$ cat config.mk
export PLATFORM = sky130hd
export DESIGN_NAME = axil_kg_regfile
export DESIGN_NICKNAME = d
export VERILOG_FILES = /design/src/rtl/kg_regfile_pkg.sv /design/src/rtl/axil_kg_regfile.sv
export SDC_FILE = /design/constraint.sdc
export NUM_CORES = 1
export LEC_CHECK = 0
export CORE_MARGIN = 1
export CORE_UTILIZATION = 40
export CTS_CLUSTER_DIAMETER = 150
export DETAILED_ROUTE_END_ITERATION = 12
export PLACE_DENSITY = 0.77
export SETUP_SLACK_MARGIN = 0.05
export SYNTH_ARGS = -nofsm -noshare
export SYNTH_HDL_FRONTEND = slang
export SYNTH_SLANG_ARGS = --single-unit
$ cat constraint.sdc
create_clock -name clk -period 5.4 [get_ports clk]
set_input_delay 1.08 -clock clk [delete_from_list [all_inputs] [get_ports clk]]
set_output_delay 1.08 -clock clk [all_outputs]
set_load 0.05 [all_outputs]
$ cat src/rtl/kg_regfile_pkg.sv
// Shared definitions for the Kugelblitz offload control register file.
// Holds the register byte offsets, the AXI response code and the FSM state
// encodings. State values are chosen so each handshake output is one state bit.
package kg_regfile_pkg;

    localparam int unsigned NUM_REGS = 4;

    localparam logic [7:0] KG_REG_ADDR       = 8'h00;
    localparam logic [7:0] KG_REG_ADDR_VALID = 8'h04;
    localparam logic [7:0] KG_REG_DATA       = 8'h08;
    localparam logic [7:0] KG_REG_DATA_VALID = 8'h0C;

    localparam logic [1:0] RESP_OKAY = 2'b00;

    // bit 0 = address ready, bit 1 = response/data valid
    typedef enum logic [1:0] {
        WR_IDLE   = 2'b00,
        WR_ACCEPT = 2'b01,
        WR_RESP   = 2'b10
    } wr_state_t;

    typedef enum logic [1:0] {
        RD_IDLE   = 2'b00,
        RD_ACCEPT = 2'b01,
        RD_DATA   = 2'b10
    } rd_state_t;

    // Word index of a register byte offset.
    function automatic logic [1:0] reg_index(input logic [7:0] offset);
        return offset[3:2];
    endfunction

endpackage

$ cat src/rtl/axil_kg_regfile.sv
// AXI4-Lite slave holding the Kugelblitz offload control words.
// Four registers (address/selector, address-valid, data byte, data-valid) are
// driven continuously onto kg_* sideband outputs for the streaming logic.
//
// Ports:
//   clk, rst            clock, asynchronous active-high reset
//   s_axil_aw*/w*/b*    AXI-Lite write channels (AW and W accepted together)
//   s_axil_ar*/r*       AXI-Lite read channels
//   kg_address          REG_ADDR contents
//   kg_address_valid    REG_ADDR_VALID contents (bit 0 used downstream)
//   kg_data             REG_DATA contents (bits [7:0] used downstream)
//   kg_data_valid       REG_DATA_VALID contents
module axil_kg_regfile
    import kg_regfile_pkg::*;
#(
    parameter int unsigned DATA_WIDTH = 32,
    parameter int unsigned ADDR_WIDTH = 32,
    parameter int unsigned STRB_WIDTH = DATA_WIDTH / 8
) (
    input  logic                  clk,
    input  logic                  rst,

    input  logic [ADDR_WIDTH-1:0] s_axil_awaddr,
    input  logic [2:0]            s_axil_awprot,
    input  logic                  s_axil_awvalid,
    output logic                  s_axil_awready,
    input  logic [DATA_WIDTH-1:0] s_axil_wdata,
    input  logic [STRB_WIDTH-1:0] s_axil_wstrb,
    input  logic                  s_axil_wvalid,
    output logic                  s_axil_wready,
    output logic [1:0]            s_axil_bresp,
    output logic                  s_axil_bvalid,
    input  logic                  s_axil_bready,

    input  logic [ADDR_WIDTH-1:0] s_axil_araddr,
    input  logic [2:0]            s_axil_arprot,
    input  logic                  s_axil_arvalid,
    output logic                  s_axil_arready,
    output logic [DATA_WIDTH-1:0] s_axil_rdata,
    output logic [1:0]            s_axil_rresp,
    output logic                  s_axil_rvalid,
    input  logic                  s_axil_rready,

    output logic [DATA_WIDTH-1:0] kg_address,
    output logic [DATA_WIDTH-1:0] kg_address_valid,
    output logic [DATA_WIDTH-1:0] kg_data,
    output logic [DATA_WIDTH-1:0] kg_data_valid
);

    wr_state_t wr_state, wr_next;
    rd_state_t rd_state, rd_next;

    logic [DATA_WIDTH-1:0] regs [NUM_REGS];
    logic [DATA_WIDTH-1:0] rdata_q;

    logic       wr_fire_c;
    logic       rd_fire_c;
    logic       wr_in_range_c;
    logic       rd_in_range_c;
    logic [1:0] wr_idx_c;
    logic [1:0] rd_idx_c;

    // Protection bits and byte-lane address bits carry no meaning here.
    logic unused_inputs;
    assign unused_inputs = ^{s_axil_awprot, s_axil_arprot,
                             s_axil_awaddr[1:0], s_axil_araddr[1:0]};

    // Address decode: anything with a bit set at or above bit 4 is out of range.
    assign wr_in_range_c = ~|s_axil_awaddr[ADDR_WIDTH-1:4];
    assign rd_in_range_c = ~|s_axil_araddr[ADDR_WIDTH-1:4];
    assign wr_idx_c      = s_axil_awaddr[3:2];
    assign rd_idx_c      = s_axil_araddr[3:2];

    assign wr_fire_c = (wr_state == WR_ACCEPT) && s_axil_awvalid && s_axil_wvalid;
    assign rd_fire_c = (rd_state == RD_ACCEPT) && s_axil_arvalid;

    // Write FSM state register.
    always_ff @(posedge clk or posedge rst) begin
        if (rst) begin
            wr_state <= WR_IDLE;
        end else begin
            wr_state <= wr_next;
        end
    end

    // Write FSM next state; AW and W must both be valid before accepting.
    always_comb begin
        wr_next = wr_state;
        case (wr_state)
            WR_IDLE:   if (s_axil_awvalid && s_axil_wvalid) wr_next = WR_ACCEPT;
            WR_ACCEPT: wr_next = wr_fire_c ? WR_RESP : WR_IDLE;
            WR_RESP:   if (s_axil_bready) wr_next = WR_IDLE;
            default:   wr_next = WR_IDLE;
        endcase
    end

    // Read FSM state register.
    always_ff @(posedge clk or posedge rst) begin
        if (rst) begin
            rd_state <= RD_IDLE;
        end else begin
            rd_state <= rd_next;
        end
    end

    // Read FSM next state; one read outstanding at a time.
    always_comb begin
        rd_next = rd_state;
        case (rd_state)
            RD_IDLE:   if (s_axil_arvalid) rd_next = RD_ACCEPT;
            RD_ACCEPT: rd_next = rd_fire_c ? RD_DATA : RD_IDLE;
            RD_DATA:   if (s_axil_rready) rd_next = RD_IDLE;
            default:   rd_next = RD_IDLE;
        endcase
    end

    // Register array with byte-granular writes; out-of-range writes are dropped.
    always_ff @(posedge clk or posedge rst) begin
        if (rst) begin
            for (int unsigned r = 0; r < NUM_REGS; r++) begin
                regs[r] <= '0;
            end
        end else if (wr_fire_c && wr_in_range_c) begin
            for (int unsigned b = 0; b < STRB_WIDTH; b++) begin
                if (s_axil_wstrb[b]) begin
                    regs[wr_idx_c][b*8 +: 8] <= s_axil_wdata[b*8 +: 8];
                end
            end
        end
    end

    // Read data capture; sees the pre-write value on a coincident write edge.
    always_ff @(posedge clk or posedge rst) begin
        if (rst) begin
            rdata_q <= '0;
        end else if (rd_fire_c) begin
            rdata_q <= rd_in_range_c ? regs[rd_idx_c] : '0;
        end
    end

    assign s_axil_awready = wr_state[0];
    assign s_axil_wready  = wr_state[0];
    assign s_axil_bvalid  = wr_state[1];
    assign s_axil_bresp   = RESP_OKAY;

    assign s_axil_arready = rd_state[0];
    assign s_axil_rvalid  = rd_state[1];
    assign s_axil_rdata   = rdata_q;
    assign s_axil_rresp   = RESP_OKAY;

    assign kg_address       = regs[reg_index(KG_REG_ADDR)];
    assign kg_address_valid = regs[reg_index(KG_REG_ADDR_VALID)];
    assign kg_data          = regs[reg_index(KG_REG_DATA)];
    assign kg_data_valid    = regs[reg_index(KG_REG_DATA_VALID)];

endmodule

# Yosys cells after proc, flatten, opt, wreduce, memory -nomap -nowiden
# Cells that the tools add are included.
[totals]
mem_bits_ro = 0
output_inout_bits = 169
elab_cells = 64
n_memories = 0
latchBits = 0
register_bits = 164
ram_bits = 0
[classes]
eq_ne = 8
addsub = 0
div_mod_pow = 0
shifts = 0
mux = 31
bitwise_logic = 2
reduce_logical = 13
order_cmp = 3
mul = 0
[op_table]
columns = ["op", "count"]
rows = [
  ["$mux W128", 7],
  ["$bwmux W128", 4],
  ["$demux W32 S2", 4],
  ["$mux W32", 4],
  ["$bmux W32 S2", 1],
  ["$reduce_or A28 Y1", 2],
  ["$mux W24", 1],
  ["$mux W16", 1],
  ["$mux W2", 6],
  ["$pmux W2 S3", 2],
  ["$mux W8", 1],
  ["$ne A2 B2 Y1 const B", 4],
  ["$ge A3 B3 Y1 const B", 2],
  ["$logic_and A1 B1 Y1", 6],
  ["$not A2 Y3", 2],
  ["$eq A2 B1 Y1 const B", 2],
  ["$eq A2 B2 Y1 const B", 2],
  ["$logic_not A2 Y1", 2],
  ["$reduce_and A2 Y1", 2],
  ["$lt A3 B1 Y1 const B", 1],
  ["$logic_not A1 Y1", 1],
]

# Logic depth before layout (Yosys ltp)
[depth]
word_depth = 16
ltp_mapped = 6
depth_no_buf = 4

# Worst setup path before layout
# OpenSTA, ideal clock, no wires.
[synth_timing]
kind = "input port to flip-flop"
from = "input s_axil_awaddr[18]"
to = "register regs (netlist bit kg_data[0])"
required_ps = 5275
cell_stages = 5
arrival_time_ps = 2825
path_slack_ps = 2450
setup_time_ps = 125
path_buffers = 1
cell_sequence = "or4_4 nor4_4 and4_2 buf_2 mux2_2"
[synth_between]
elab_chain_len = 3
[synth_lines]
columns = ["item", "line_no", "source"]
rows = [
  ["start, declared", "axil_kg_regfile.sv:23", "input logic [ADDR_WIDTH-1:0] s_axil_awaddr,"],
  ["$reduce_or A28 Y1", "axil_kg_regfile.sv:69", "assign wr_in_range_c = ~|s_axil_awaddr[ADDR_WIDTH-1:4];"],
  ["$logic_not A1 Y1", "axil_kg_regfile.sv:69", ""],
  ["$logic_and A1 B1 Y1", "axil_kg_regfile.sv:123", "end else if (wr_fire_c && wr_in_range_c) begin"],
  ["end signal, assigned by index", "axil_kg_regfile.sv:126", "regs[wr_idx_c][b*8 +: 8] <= s_axil_wdata[b*8 +: 8];"],
  ["end, declared", "axil_kg_regfile.sv:53", "logic [DATA_WIDTH-1:0] regs [NUM_REGS];"],
]
# No other way between the ends.
# A chain may end at the register's enable or synchronous reset.

# Worst setup path in the final report
[layout_timing]
from = "input s_axil_awaddr[4]"
to = "register regs (netlist bit kg_data_valid[20])"
# The elaborated chain is that of the path after synthesis.

==> reports/metrics.cfg <==
[placement]
place_congestion = 0.788
pre_cts_ws_ps = 1520
port_buffers = 267
hpwl_um = 14300

[critical_path]
path_class = primary input to flop
arrival_ps = 3700
crit_fanout = 13
slowest_delay_ps = 800
reg2reg_from = wr_state[1]
endpoint_kind = flop
start_kind = primary input
worst_ep_required_time_ps = 5710
r2r_end = kg_data[1]
slowest_stage = and4_1
crit_chain = clkdlybuf4s50_1, nor4_1, and4_1, buf_4, and4_2, mux2_2
reg2reg_setup_slack_ps = 3190
worstRegToRegCells = 5

[floorplan]
rows = 49
die-area_um2 = 19000
start_util_pct = 40.9
coreArea_um2 = 18000
chipHeight_um = 138
fp.dieW_um = 138
io_pins = 282

[pwr]
p_per_area_nw_per_um2 = 237
p_total_mw = 2.56
p_leak_nw = 4.79
ir_drop_uv = 204

[route]
via_count = 5213
wl_per_cell_um = 20.2
route.detailed.drc = 0
drtAntennaViolNets = 0
drt_first_pass_iters = 4
viasPerCell = 5.17
wirelength_um = 20400
drt_iter0_markers = 183

[timing]
finalMaxSlewViolations = 0
skew_ps = 7.94
fmaxAchievable_mhz = 295
layout_setup_ws_ps = 2010
worst_slew_pin_slew_ps = 979
setup_violations = 0
maxSlewHeadroom_pct = 34.7
rsz0062_at_grt = no
finalCritPeriodShare_pct = 62.9
hold_violations = 0
timing.setup.tns_ps = 0
finalCriticalPeriod_ps = 3390

[cts]
cts_resized = 0
cts_inserted_buffers = 17
root_buffer = clkbuf_16
clock-sinks = 164
cts_setup_buffers = 0
clk_latency_ps = 420
path_clk_slew_ps = 70
holdBufCountCts = 0
clock_path_buffers = 2
cts_tree = built
h-tree-depth = 4

[synth]
synthDistinctLibCells = 33
synth-seq-cells = 164
avgSynthCellArea_um2 = 14.8
ys_warn_count = 0
syn_inst = 499
seq_area_frac_synth_pct = 55.7
synth_area_um2 = 7370

[min_path]
worstHoldPathType = flop to flop
hold_path.startpoint = s_axil_rdata[18]
whs_endpoint = s_axil_rdata[18]
holdPathStages = 2

[run_status]
run_status = finished, final reports clean

[layout]
final_nets = 880
area_growth_pct = 46.4
final_util_pct = 59.9
drive_above_1_share_pct = 27.4
n_antenna_cell = 0
fillers = 1367

[global_route]
grt_antenna_before_repair = 0
grt_max_degree = 165
grt_overflow = 0
grt_pass1_wl_um = 30800
grt_pass1_vias = 5373
grt_usage_pct = 22.2

[job]
maxCapViolCount = 0

==> cell families (layout without fill, tap and decap cells) <==
group	Yosys count	in the layout	share of synthesized area (%)
buf+inv	60	338	3.87
flops	164	164	55.7
compound gates	32	32	2.17
simple gates	82	82	8.44
mux	160	160	29.8
other cells	1	4	0.0509
==> synth_stat cells, drive strengths merged <==
library cell  number  area [um2]
dfrtp            164        4100
mux2             128        1470
nand2             38         143
inv               33         124
mux4              32         721
o21ai             32         160
buf               17         124
nand4             12         231
nor4              11        83.8
clkbuf            10        37.5
and4               6        58.8
or4                5        45.0
nor2               3        11.3
and2               1        6.26
and2b              1        7.51
conb               1        3.75
nand3b             1        7.51
nand4b             1        8.76
nor2b              1        6.26
nor3               1        5.00
nor3b              1        7.51
==> critical path, delay by kind of cell <==
| family | cells | cell delay, ps |
|---|---|---|
| buffers and inverters | 2 | 690 |
| and+or+nand+nor | 3 | 1540 |
| muxes | 1 | 380 |
==> per-stage QoR <==
stage	hold slack (ps)	cells	instance area, um2
2_1_floorplan	746	502	7380
3_3_place_gp	460	977	10200
3_5_place_dp	472	977	10200
4_1_cts	487	1009	10800
5_1_grt	512	1009	10800
6_report	479	1009	10800
==> placed cells by master, fill, tap and decap left out, types with 2 or more instances in the layout <==
cell type,count
or4_1,3
clkbuf_16,17
dfrtp_1,164
clkdlybuf4s50_1,265
mux2_4,8
clkinv_4,3
nand2_1,38
inv_6,5
inv_1,32
and4_2,5
nor4_1,10
clkinvlp_4,5
nor2_1,3
nand4_4,10
buf_2,2
o21ai_1,12
o21ai_0,20
buf_4,5
mux2_1,6
conb_1,4
mux4_2,32
or4_4,2
mux2_2,114
==> worst max path at each step <==
stage / slack (ps) / start / to
after floorplan: 2240 / rst / kg_address[0]
after global routing: 1870 / s_axil_awaddr[4] / kg_data_valid[20]
after detailed placement: 1520 / s_axil_awaddr[4] / kg_data_valid[20]
after CTS: 1960 / s_axil_awaddr[4] / kg_data_valid[20]
after global placement: 1580 / s_axil_awaddr[4] / kg_data_valid[17]
final: 2010 / s_axil_awaddr[4] / kg_data_valid[20]
==> registers in the layout (all words and copies together) (netlist names) <==
| signal | flops |
|---|---|
| kg_data_valid | 32 |
| kg_address_valid | 32 |
| kg_address | 32 |
| kg_data | 32 |
| s_axil_rdata | 32 |
| rd_state | 2 |
| wr_state | 2 |
==> power by group <==
part           leakage [nW]  total, mW  switching [mW]  internal (mW)
clock network         0.263       1.14           0.525          0.613
registers              2.29       1.23         0.00304           1.23
logic                  2.24      0.183          0.0963         0.0868
==> final cells by class <==
type / instances / area (um2) / share of cell area (%)
inverters: 33 / 128 / 1.18
flip-flops and latches: 164 / 4100 / 38.0
clock buffers: 18 / 439 / 4.07
well taps: 229 / 287 / 2.66
clock inverters: 14 / 121 / 1.13
repair buffers: 273 / 2720 / 25.2
multi-input cells: 278 / 2990 / 27.7
==> routing by layer <==
| metal | up-vias | wire length, um | global-route usage, % |
|---|---|---|---|
| li1 | 2353 | - | - |
| met1 | 2650 | 8230 | 27.3 |
| met2 | 188 | 10700 | 38.4 |
| met3 | 22 | 1170 | 4.78 |
| met4 | 0 | 324 | 7.97 |
| met5 | - | 0 | 0 |
No activity file was read; power rests on OpenSTA's default activity.
